### src/rtl/ram_responder_if.sv
// Request/response bundle between a cache miss path and the RAM responder.
interface ram_responder_if #(
    parameter int WIDTH      = 8,
    parameter int ADDR_WIDTH = 6
);
    logic                  re;
    logic                  we;
    logic [ADDR_WIDTH-1:0] addr;
    logic [WIDTH-1:0]      data_in;
    logic [WIDTH-1:0]      data_out;
    logic                  done;
    logic                  busy;

    modport master (
        output re, we, addr, data_in,
        input  data_out, done, busy
    );

    modport slave (
        input  re, we, addr, data_in,
        output data_out, done, busy
    );
endinterface

### src/rtl/ram_responder.sv
// Fixed-latency RAM model: accepts one read or write, completes LATENCY edges later
// with a single done pulse; requests arriving while busy are dropped.
module ram_responder #(
    parameter int WIDTH      = 8,
    parameter int ADDR_WIDTH = 6,
    parameter int LATENCY    = 4
) (
    input  logic            clk,
    input  logic            rst,
    ram_responder_if.slave  bus
);
    localparam int DEPTH = 2 ** ADDR_WIDTH;
    localparam int CNT_W = $clog2(LATENCY + 1);

    typedef enum logic [1:0] {IDLE, WAIT, DONE} state_t;

    state_t                state;
    state_t                state_next;
    logic [CNT_W-1:0]      cnt;
    logic                  op_write;
    logic [ADDR_WIDTH-1:0] addr_q;
    logic [WIDTH-1:0]      data_q;
    logic [WIDTH-1:0]      data_out_q;
    logic [WIDTH-1:0]      mem [DEPTH];
    logic                  accept;
    logic                  finish;

    assign accept = (state == IDLE) && (bus.re || bus.we);
    assign finish = (state == WAIT) && (cnt == '0);

    always_ff @(posedge clk or negedge rst) begin
        if (!rst) begin
            state <= IDLE;
        end else begin
            state <= state_next;
        end
    end

    always_comb begin
        state_next = state;
        case (state)
            IDLE:    if (accept) state_next = WAIT;
            WAIT:    if (finish) state_next = DONE;
            DONE:    state_next = IDLE;
            default: state_next = IDLE;
        endcase
    end

    always_comb begin
        bus.done     = (state == DONE);
        bus.busy     = (state != IDLE);
        bus.data_out = data_out_q;
    end

    // Array reset to its own index so fill data is distinguishable per word.
    always_ff @(posedge clk or negedge rst) begin
        if (!rst) begin
            cnt        <= '0;
            op_write   <= 1'b0;
            addr_q     <= '0;
            data_q     <= '0;
            data_out_q <= '0;
            for (int unsigned i = 0; i < DEPTH; i++) begin
                mem[i] <= WIDTH'(i);
            end
        end else begin
            if (accept) begin
                cnt      <= CNT_W'(LATENCY - 1);
                op_write <= bus.we;
                addr_q   <= bus.addr;
                data_q   <= bus.data_in;
            end else if (state == WAIT && !finish) begin
                cnt <= cnt - 1'b1;
            end
            if (finish) begin
                if (op_write) begin
                    mem[addr_q] <= data_q;
                end else begin
                    data_out_q <= mem[addr_q];
                end
            end
        end
    end
endmodule
### src/flat_wrapper.sv
// flat-port wrapper written by rule: the top's interface ports become plain ports
module ram_responder_flat 
#(
    parameter int WIDTH      = 8,
    parameter int ADDR_WIDTH = 6,
    parameter int LATENCY    = 4
)
  (clk, rst, bus_re, bus_we, bus_addr, bus_data_in, bus_data_out, bus_done, bus_busy);
  ram_responder_if #(.WIDTH(WIDTH), .ADDR_WIDTH(ADDR_WIDTH)) bus_i ();
  input  logic clk;
  input  logic rst;
  input wire logic [$bits(bus_i.re)-1:0] bus_re;
  input wire logic [$bits(bus_i.we)-1:0] bus_we;
  input wire logic [$bits(bus_i.addr)-1:0] bus_addr;
  input wire logic [$bits(bus_i.data_in)-1:0] bus_data_in;
  output wire logic [$bits(bus_i.data_out)-1:0] bus_data_out;
  output wire logic [$bits(bus_i.done)-1:0] bus_done;
  output wire logic [$bits(bus_i.busy)-1:0] bus_busy;
  assign bus_i.re = bus_re;
  assign bus_i.we = bus_we;
  assign bus_i.addr = bus_addr;
  assign bus_i.data_in = bus_data_in;
  assign bus_data_out = bus_i.data_out;
  assign bus_done = bus_i.done;
  assign bus_busy = bus_i.busy;
  ram_responder #(.WIDTH(WIDTH), .ADDR_WIDTH(ADDR_WIDTH), .LATENCY(LATENCY)) u_core (.clk(clk), .rst(rst), .bus(bus_i));
endmodule
### config.mk
export PLATFORM = sky130hd
export DESIGN_NAME = ram_responder_flat
export DESIGN_NICKNAME = d
export VERILOG_FILES = /design/src/rtl/ram_responder_if.sv /design/src/rtl/ram_responder.sv /design/src/flat_wrapper.sv
export SDC_FILE = /design/constraint.sdc
export NUM_CORES = 1
export LEC_CHECK = 0
export CAP_MARGIN = 20
export CELL_PAD_IN_SITES_DETAIL_PLACEMENT = 1
export CELL_PAD_IN_SITES_GLOBAL_PLACEMENT = 2
export CORE_ASPECT_RATIO = 0.6
export CORE_MARGIN = 5
export CORE_UTILIZATION = 49
export DETAILED_ROUTE_END_ITERATION = 16
export PLACE_DENSITY = 0.83
export SYNTH_ARGS = -nofsm -noshare
export SYNTH_HDL_FRONTEND = slang
export SYNTH_SLANG_ARGS = --single-unit
### constraint.sdc
create_clock -name clk -period 4.3 [get_ports clk]
set_input_delay 0.645 -clock clk [delete_from_list [all_inputs] [get_ports clk]]
set_output_delay 0.645 -clock clk [all_outputs]
set_load 0.005 [all_outputs]
## After elaboration in Yosys (flattened, before gate mapping)

Index checks and enable logic that the tools add are counted.

| operators by class | value |
|---|---|
| mux-type cells | 11 |
| bitwise logic cells | 2 |
| $lt $le $gt $ge | 2 |
| add/subtract/negate cells | 1 |
| eq/ne operators | 4 |
| reduce and logical (&&, ||, !) cells | 13 |

Operator list:

| operator | count |
|---|---|
| 512-bit bitwise mux | 1 |
| 8-bit binary-select mux with 6-bit select | 1 |
| 8-bit demux with 6-bit select | 1 |
| 8-bit 2-to-1 mux | 3 |
| 7-bit >= comparator (second input constant) | 1 |
| 7-bit by 1-bit < comparator with 1-bit output (second input constant) | 1 |
| 6-bit inverter with 7-bit output | 1 |
| 3-bit 2-to-1 mux | 2 |
| 2-bit AND reduction | 3 |
| 1-bit logical AND | 4 |
| 2-bit 2-to-1 mux | 2 |
| 2-bit by 1-bit != test with 1-bit output (second input constant) | 2 |
| 2-bit case mux with 2 select lines | 1 |
| 2-bit nonzero test | 2 |
| 3-bit logical NOT | 1 |
| 3-bit by 1-bit subtractor with 3-bit output (second input constant) | 1 |
| 2-bit by 1-bit equality test with 1-bit output (second input constant) | 1 |
| 2-bit equality test (second input constant) | 1 |
| 2-bit logical NOT | 1 |
| 1-bit logical NOT | 1 |
| 1-bit logical OR | 1 |
| 1-bit inverter | 1 |

| word-level totals | value |
|---|---|
| logic and storage cells | 103 |
| output and inout port bits | 10 |
| input bits | 18 |
| flip-flop bits (word level) | 540 |

## Longest topological paths before layout

| logic depth | value |
|---|---|
| word-level depth | 6 |
| gate-level depth with buffers | 10 |
| mapped depth without buffers | 8 |

## Worst setup path after synthesis

OpenSTA, ideal clock, no wires.

| timing | value |
|---|---|
| path type | register -> register |
| start | register u_core.cnt[0] |
| end | register u_core.mem[475] (netlist bit) |
| cell stages (with the launch flop) | 8 |
| arrival time | 1.936 ns |
| slack | 2.237 ns |
| cell sequence | dfrtp_1 -> inv_1 -> ha_1 -> and4bb_2 -> nand2_1 -> nor2_1 -> nand2_1 -> mux2_1 |

| between the ends | value |
|---|---|
| word-level cells in the longest chain between the ends | 3 |

Ends and longest elaborated chain:

| what | RTL line | RTL |
|---|---|---|
| start: declaration | ram_responder.sv:19 | `logic [CNT_W-1:0] cnt;` |
| start signal: assignment | ram_responder.sv:68 | `cnt <= CNT_W'(LATENCY - 1);` |
| start signal: assignment | ram_responder.sv:73 | `cnt <= cnt - 1'b1;` |
| 3-bit logical NOT | ram_responder.sv:29 | `assign finish = (state == WAIT) && (cnt == '0);` |
| 1-bit logical AND | ram_responder.sv:29 |  |
| 2-bit AND reduction (no source line) | - |  |
| end signal: indexed assignment | ram_responder.sv:64 | `mem[i] <= WIDTH'(i);` |
| end signal: indexed assignment | ram_responder.sv:77 | `mem[addr_q] <= data_q;` |
| end: declaration | ram_responder.sv:24 | `logic [WIDTH-1:0] mem [DEPTH];` |

No other way between the ends.
A chain may end at the register's enable or synchronous reset.

## Worst setup path in the final report

| timing | value |
|---|---|
| start | register u_core.addr_q[1] |
| end | register u_core.data_out_q[4], in the netlist u_core.bus.data_out[4] |

| between the ends | value |
|---|---|
| word-level cells in the longest chain between the ends | 4 |

Ends and longest elaborated chain:

| what | RTL line | RTL |
|---|---|---|
| start: declaration | ram_responder.sv:21 | `logic [ADDR_WIDTH-1:0] addr_q;` |
| start signal: assignment | ram_responder.sv:70 | `addr_q <= bus.addr;` |
| 6-bit inverter with 7-bit output (implied by the code) | ram_responder.sv:79 | `data_out_q <= mem[addr_q];` |
| 8-bit binary-select mux with 6-bit select | ram_responder.sv:79 |  |
| 8-bit 2-to-1 mux (implied by the code) (2 in a row) | ram_responder.sv:79 |  |
| end signal: assignment | ram_responder.sv:79 |  |
| end: declaration | ram_responder.sv:23 | `logic [WIDTH-1:0] data_out_q;` |

No other way between the ends. The select of a mux whose other input is x is not followed.

==> results.md <==
Clock tree:
- In this run the deepest clock path goes through 3 buffers.
- After clock tree synthesis, the clock-pin slew on the worst setup and hold paths is 0.07 ns.
- The number of hold buffers added after CTS was 0.
- CTS placed an instance of sky130_fd_sc_hd__clkbuf_16 at the clock tree root.
- Buffers added to address setup during post-CTS repair amount to 0.
- Buffers inserted during clock tree synthesis total 51.
- TritonCTS built the clock tree.
- CTS built an H-tree with a depth of 2.
- For the worst-skew pair, the clock arrives at the later sink with an insertion delay of 0.61 ns.
- CTS saw 540 sinks.
- The post-cts resize count is 0.

Drt:
- The average via count per standard cell is 6.43.
- The initial detailed-routing violation count is 1,525.
- The detail-routed net length per standard cell is 31.3 µm.
- The final layout contains routed wiring with a total length of 79.7 mm.
- The detail route stage leaves a number of antenna-violating nets equal to 0.
- The DRC violations left is 0.
- The length of the first detailed-routing pass in iterations is 8.
- The routed layout has 16,400 vias.

Power:
- The share of total power dissipated in sequential elements is 42.3%.
- The switching power share of the total is 38.7%.
- The worst ir drop on vdd is 343 µV.
- The total power per unit cell area is 580 nW/µm².
- The leakage power of the design is 12.6 nW.
- Internal power comes to 9.81 mW.
- The net switching power is 6.20 mW.
- The combinational share of power is 28.9%.
- The clock network fraction of total power is 28.8%.
- After layout, the design draws a total of 16.0 mW.

Synth:
- The synthesized design contains 540 register bits.
- Synthesis produced a netlist with a net count of 1,832.
- The synthesized area divided by synthesized cell count is 13.7 µm².
- The most used flip-flop cell after synthesis is sky130_fd_sc_hd__dfrtp_1.
- Of all flip-flops after synthesis, the portion carrying an async set or reset was 100%.
- The post-synthesis cell count is 1,812.
- The post-synthesis instance area is 24,900 µm².
- The commonest cells after synthesis are sky130_fd_sc_hd__mux2_2 (540), sky130_fd_sc_hd__dfrtp_1 (348), sky130_fd_sc_hd__dfstp_2 (192), sky130_fd_sc_hd__nand2_1 (122), sky130_fd_sc_hd__clkbuf_1 (82).
- Counting flops with a built-in enable in the synthesized netlist gives 0.
- The largest total area in the synthesized netlist belongs to sky130_fd_sc_hd__dfrtp_1.
- The share of synthesized area in the top cell type comes to 35.0%.
- Summing the sequential cell areas from Yosys gives 55.3% of the chip area.
- The number of different library cells in the post-synthesis netlist is 71.
- Yosys instantiated no cell more often than sky130_fd_sc_hd__mux2_2.
- Yosys printed 0 warnings.
- Ranked by total cell area, the synthesized netlist is headed by sky130_fd_sc_hd__dfrtp_1 (35%), sky130_fd_sc_hd__mux2_2 (24%), sky130_fd_sc_hd__dfstp_2 (20%).

Placement:
- The detailed-placement wirelength estimate is 52.3 mm.
- The final weighted congestion in routability-driven placement is 0.886.
- In this run the tool buffered the top-level ports with 27 buffer cells.
- The pre-CTS setup slack is 1.23 ns.

Global routing:
- The total grt overflow is 0.
- For this run, the total global-route usage over all layers was measured as 28.8%.
- Entering global routing, the biggest net connects 107 pins.
- The first global-routing pass estimated 120 mm of wire.
- The number of antenna violations at the first check in global routing is 3.
- The number of global-route vias before repair came to 17,300.

Setup path:
- The type of element launching the critical path is a flip-flop.
- The data required time at the worst endpoint is 4.77 ns.
- The worst flop-to-flop path startpoint is u_core.addr_q[1].
- The setup slack on the worst flop-to-flop path is 1.06 ns.
- The endpoint of the lowest-slack register-to-register path is u_core.bus.data_out[4].
- At the worst endpoint, the arrival time is 3.72 ns.
- The worst setup path is of the reg -> reg kind.
- The type of destination of the critical path is a flip-flop.
- The path depth of the worst reg2reg path is 7.
- The highest net fanout along the worst path is 44.

Die:
- The floorplan step defined a core boundary enclosing 49,800 µm².
- 28 I/O pins were placed.
- The floorplan step defined a die boundary enclosing 55,500 µm².
- The overall die height is 184 µm.
- For this configuration, the core starts out at a cell density of 49.9%.
- In this run the core area contains 63 standard-cell rows.
- In this run the horizontal extent of the chip is 301 µm.

STA:
- Derived from the worst setup path, the maximum achievable clock frequency is 308 MHz.
- The number of failing setup endpoints in the final timing report is 0.
- Setup repair after global routing left no endpoint under its margin.
- The clock arrives with 0.0345 ns of skew.
- The hold violation total from the final report is 0.
- The final worst setup slack is 1.06 ns.
- The final-report max-slew violation count is 0.
- The worst pin sits at a relative slew slack of 24.5%.
- Dividing the final minimum period by the clock period gives 75.5%.
- For the pin with the worst max-slew slack, the measured transition is 1.12 ns.
- The minimum period implied by the final worst setup slack is 3.24 ns.
- The final total negative setup slack is 0 ns.

Layout:
- The final layout net count is 1,840.
- Compared with the post-synthesis result, the final layout area differs by 11.1%.
- The post-route netlist has 49.7% of its cells at a drive strength greater than 1.

Run:
- Max-cap violations in this run came to 0.

Outcome:
- The flow ran to the end, and the final reports show no timing, DRC or antenna violations.

Worst hold path:
- The path category of the worst min-delay check is in -> async.
[flip-flops by register name, indices dropped and copies added, names as in the netlist]
register and cells:
u_core.addr_q 6, u_core.bus.data_out 8, u_core.mem 512, u_core.cnt 3
u_core.state 2, u_core.data_q 8, u_core.op_write 1
[worst max-delay path: stages (launching register included)]
cell and delay, ns:
sky130_fd_sc_hd__dfrtp_4 0.83, sky130_fd_sc_hd__buf_12 0.36, sky130_fd_sc_hd__mux2_1 0.38, sky130_fd_sc_hd__a221oi_1 0.36
sky130_fd_sc_hd__o22ai_1 0.29, sky130_fd_sc_hd__a22oi_1 0.30, sky130_fd_sc_hd__o211ai_1 0.13, sky130_fd_sc_hd__o32a_1 0.37
[final cells by class]
type	instances	area, µm²
multi-input combinational	1133	10500
fill	4773	22200
clock buffer	83	1530
clock inverter	12	135
antenna	1	2.50
inverter	7	26.3
timing repair buffer	87	838
sequential	540	13800
tap	682	853
[cell usage in the layout, fill, tap and decap left out, types with 3 or more instances in the layout]
master | netlist | layout
sky130_fd_sc_hd__o22ai_1 | 25 | 25
sky130_fd_sc_hd__dfstp_2 | 192 | 192
sky130_fd_sc_hd__a221oi_1 | 54 | 54
sky130_fd_sc_hd__dfrtp_2 | 0 | 8
sky130_fd_sc_hd__mux2_1 | 14 | 14
sky130_fd_sc_hd__nor3_1 | 6 | 5
sky130_fd_sc_hd__clkinv_2 | 0 | 5
sky130_fd_sc_hd__buf_4 | 9 | 51
sky130_fd_sc_hd__clkbuf_1 | 82 | 19
sky130_fd_sc_hd__a31oi_1 | 10 | 10
sky130_fd_sc_hd__nand2b_1 | 4 | 4
sky130_fd_sc_hd__and3_1 | 4 | 4
sky130_fd_sc_hd__and2_1 | 3 | 4
sky130_fd_sc_hd__o32a_1 | 3 | 3
sky130_fd_sc_hd__clkbuf_8 | 0 | 13
sky130_fd_sc_hd__nor2b_1 | 10 | 8
sky130_fd_sc_hd__a22o_1 | 10 | 10
sky130_fd_sc_hd__o2bb2ai_1 | 8 | 8
sky130_fd_sc_hd__nand2_1 | 122 | 122
sky130_fd_sc_hd__o21ai_0 | 25 | 25
sky130_fd_sc_hd__inv_6 | 0 | 3
sky130_fd_sc_hd__buf_12 | 0 | 9
sky130_fd_sc_hd__dfrtp_1 | 348 | 337
sky130_fd_sc_hd__inv_1 | 5 | 5
sky130_fd_sc_hd__clkbuf_16 | 0 | 51
sky130_fd_sc_hd__a211oi_1 | 7 | 7
sky130_fd_sc_hd__nor2_2 | 4 | 5
sky130_fd_sc_hd__a21oi_1 | 30 | 30
sky130_fd_sc_hd__dfrtp_4 | 0 | 3
sky130_fd_sc_hd__nand3_1 | 11 | 11
sky130_fd_sc_hd__clkdlybuf4s50_1 | 0 | 26
sky130_fd_sc_hd__nor2_1 | 42 | 41
sky130_fd_sc_hd__a221o_1 | 6 | 6
sky130_fd_sc_hd__mux2_2 | 540 | 540
sky130_fd_sc_hd__a22oi_1 | 50 | 50
sky130_fd_sc_hd__mux2i_1 | 74 | 74
sky130_fd_sc_hd__mux4_2 | 24 | 24
[power by group through the flow]
stage               Clock [mW]  Combinational [mW]  Sequential, mW
finish                    4.61                4.63            6.77
global route              4.88                4.80            6.82
CTS                       4.66                4.54            6.74
detailed placement           0                4.52            6.82
global placement             0                4.42            6.76
floorplan                    0                3.06            6.00
[cells by family after synthesis]
logic type	Yosys count	synth area share, %
AO/OA/AOI/OAI	247	7.32
XOR/XNOR	2	0.0705
adder cells (fa/ha/maj)	2	0.101
buffers and inverters	139	2.66
flip-flops	540	55.3
multiplexers	654	30.4
AND/OR/NAND/NOR	228	4.16
[metrics by stage]
step | utilization [%] | cell area, µm² | std cells | hold WS (ns)
finish | 55.4 | 27600 | 2545 | 0.0991
global route | 55.4 | 27600 | 2544 | 0.154
CTS | 55.4 | 27600 | 2544 | 0.137
detailed placement | 52.1 | 26000 | 2449 | 0.485
global placement | 52.1 | 26000 | 2449 | 0.476
floorplan | - | 24900 | 1812 | 0.349
[worst max path at each step]
stage | to | depth (start not counted) | slack (ns) | from
after global placement | u_core.bus.data_out[6] | 7 | 1.22 | u_core.addr_q[0]
after detailed placement | u_core.bus.data_out[4] | 7 | 1.23 | u_core.addr_q[1]
after floorplan | u_core.mem[475] | 7 | 2.24 | u_core.cnt[0]
after global routing | u_core.bus.data_out[6] | 7 | 0.99 | u_core.addr_q[0]
after CTS | u_core.mem[453] | 7 | 1.20 | u_core.cnt[0]
final | u_core.bus.data_out[4] | 7 | 1.06 | u_core.addr_q[1]
[per-layer routing]
metal  vias up  GRT usage [%]  routed length (µm)
met1      8860           43.2               36800
met5         -              0                  17
li1       6744              -                   -
met4         4           6.65                1660
met3       127           5.93                6030
met2       632           43.3               35200
(Power assumes the default switching activity.)
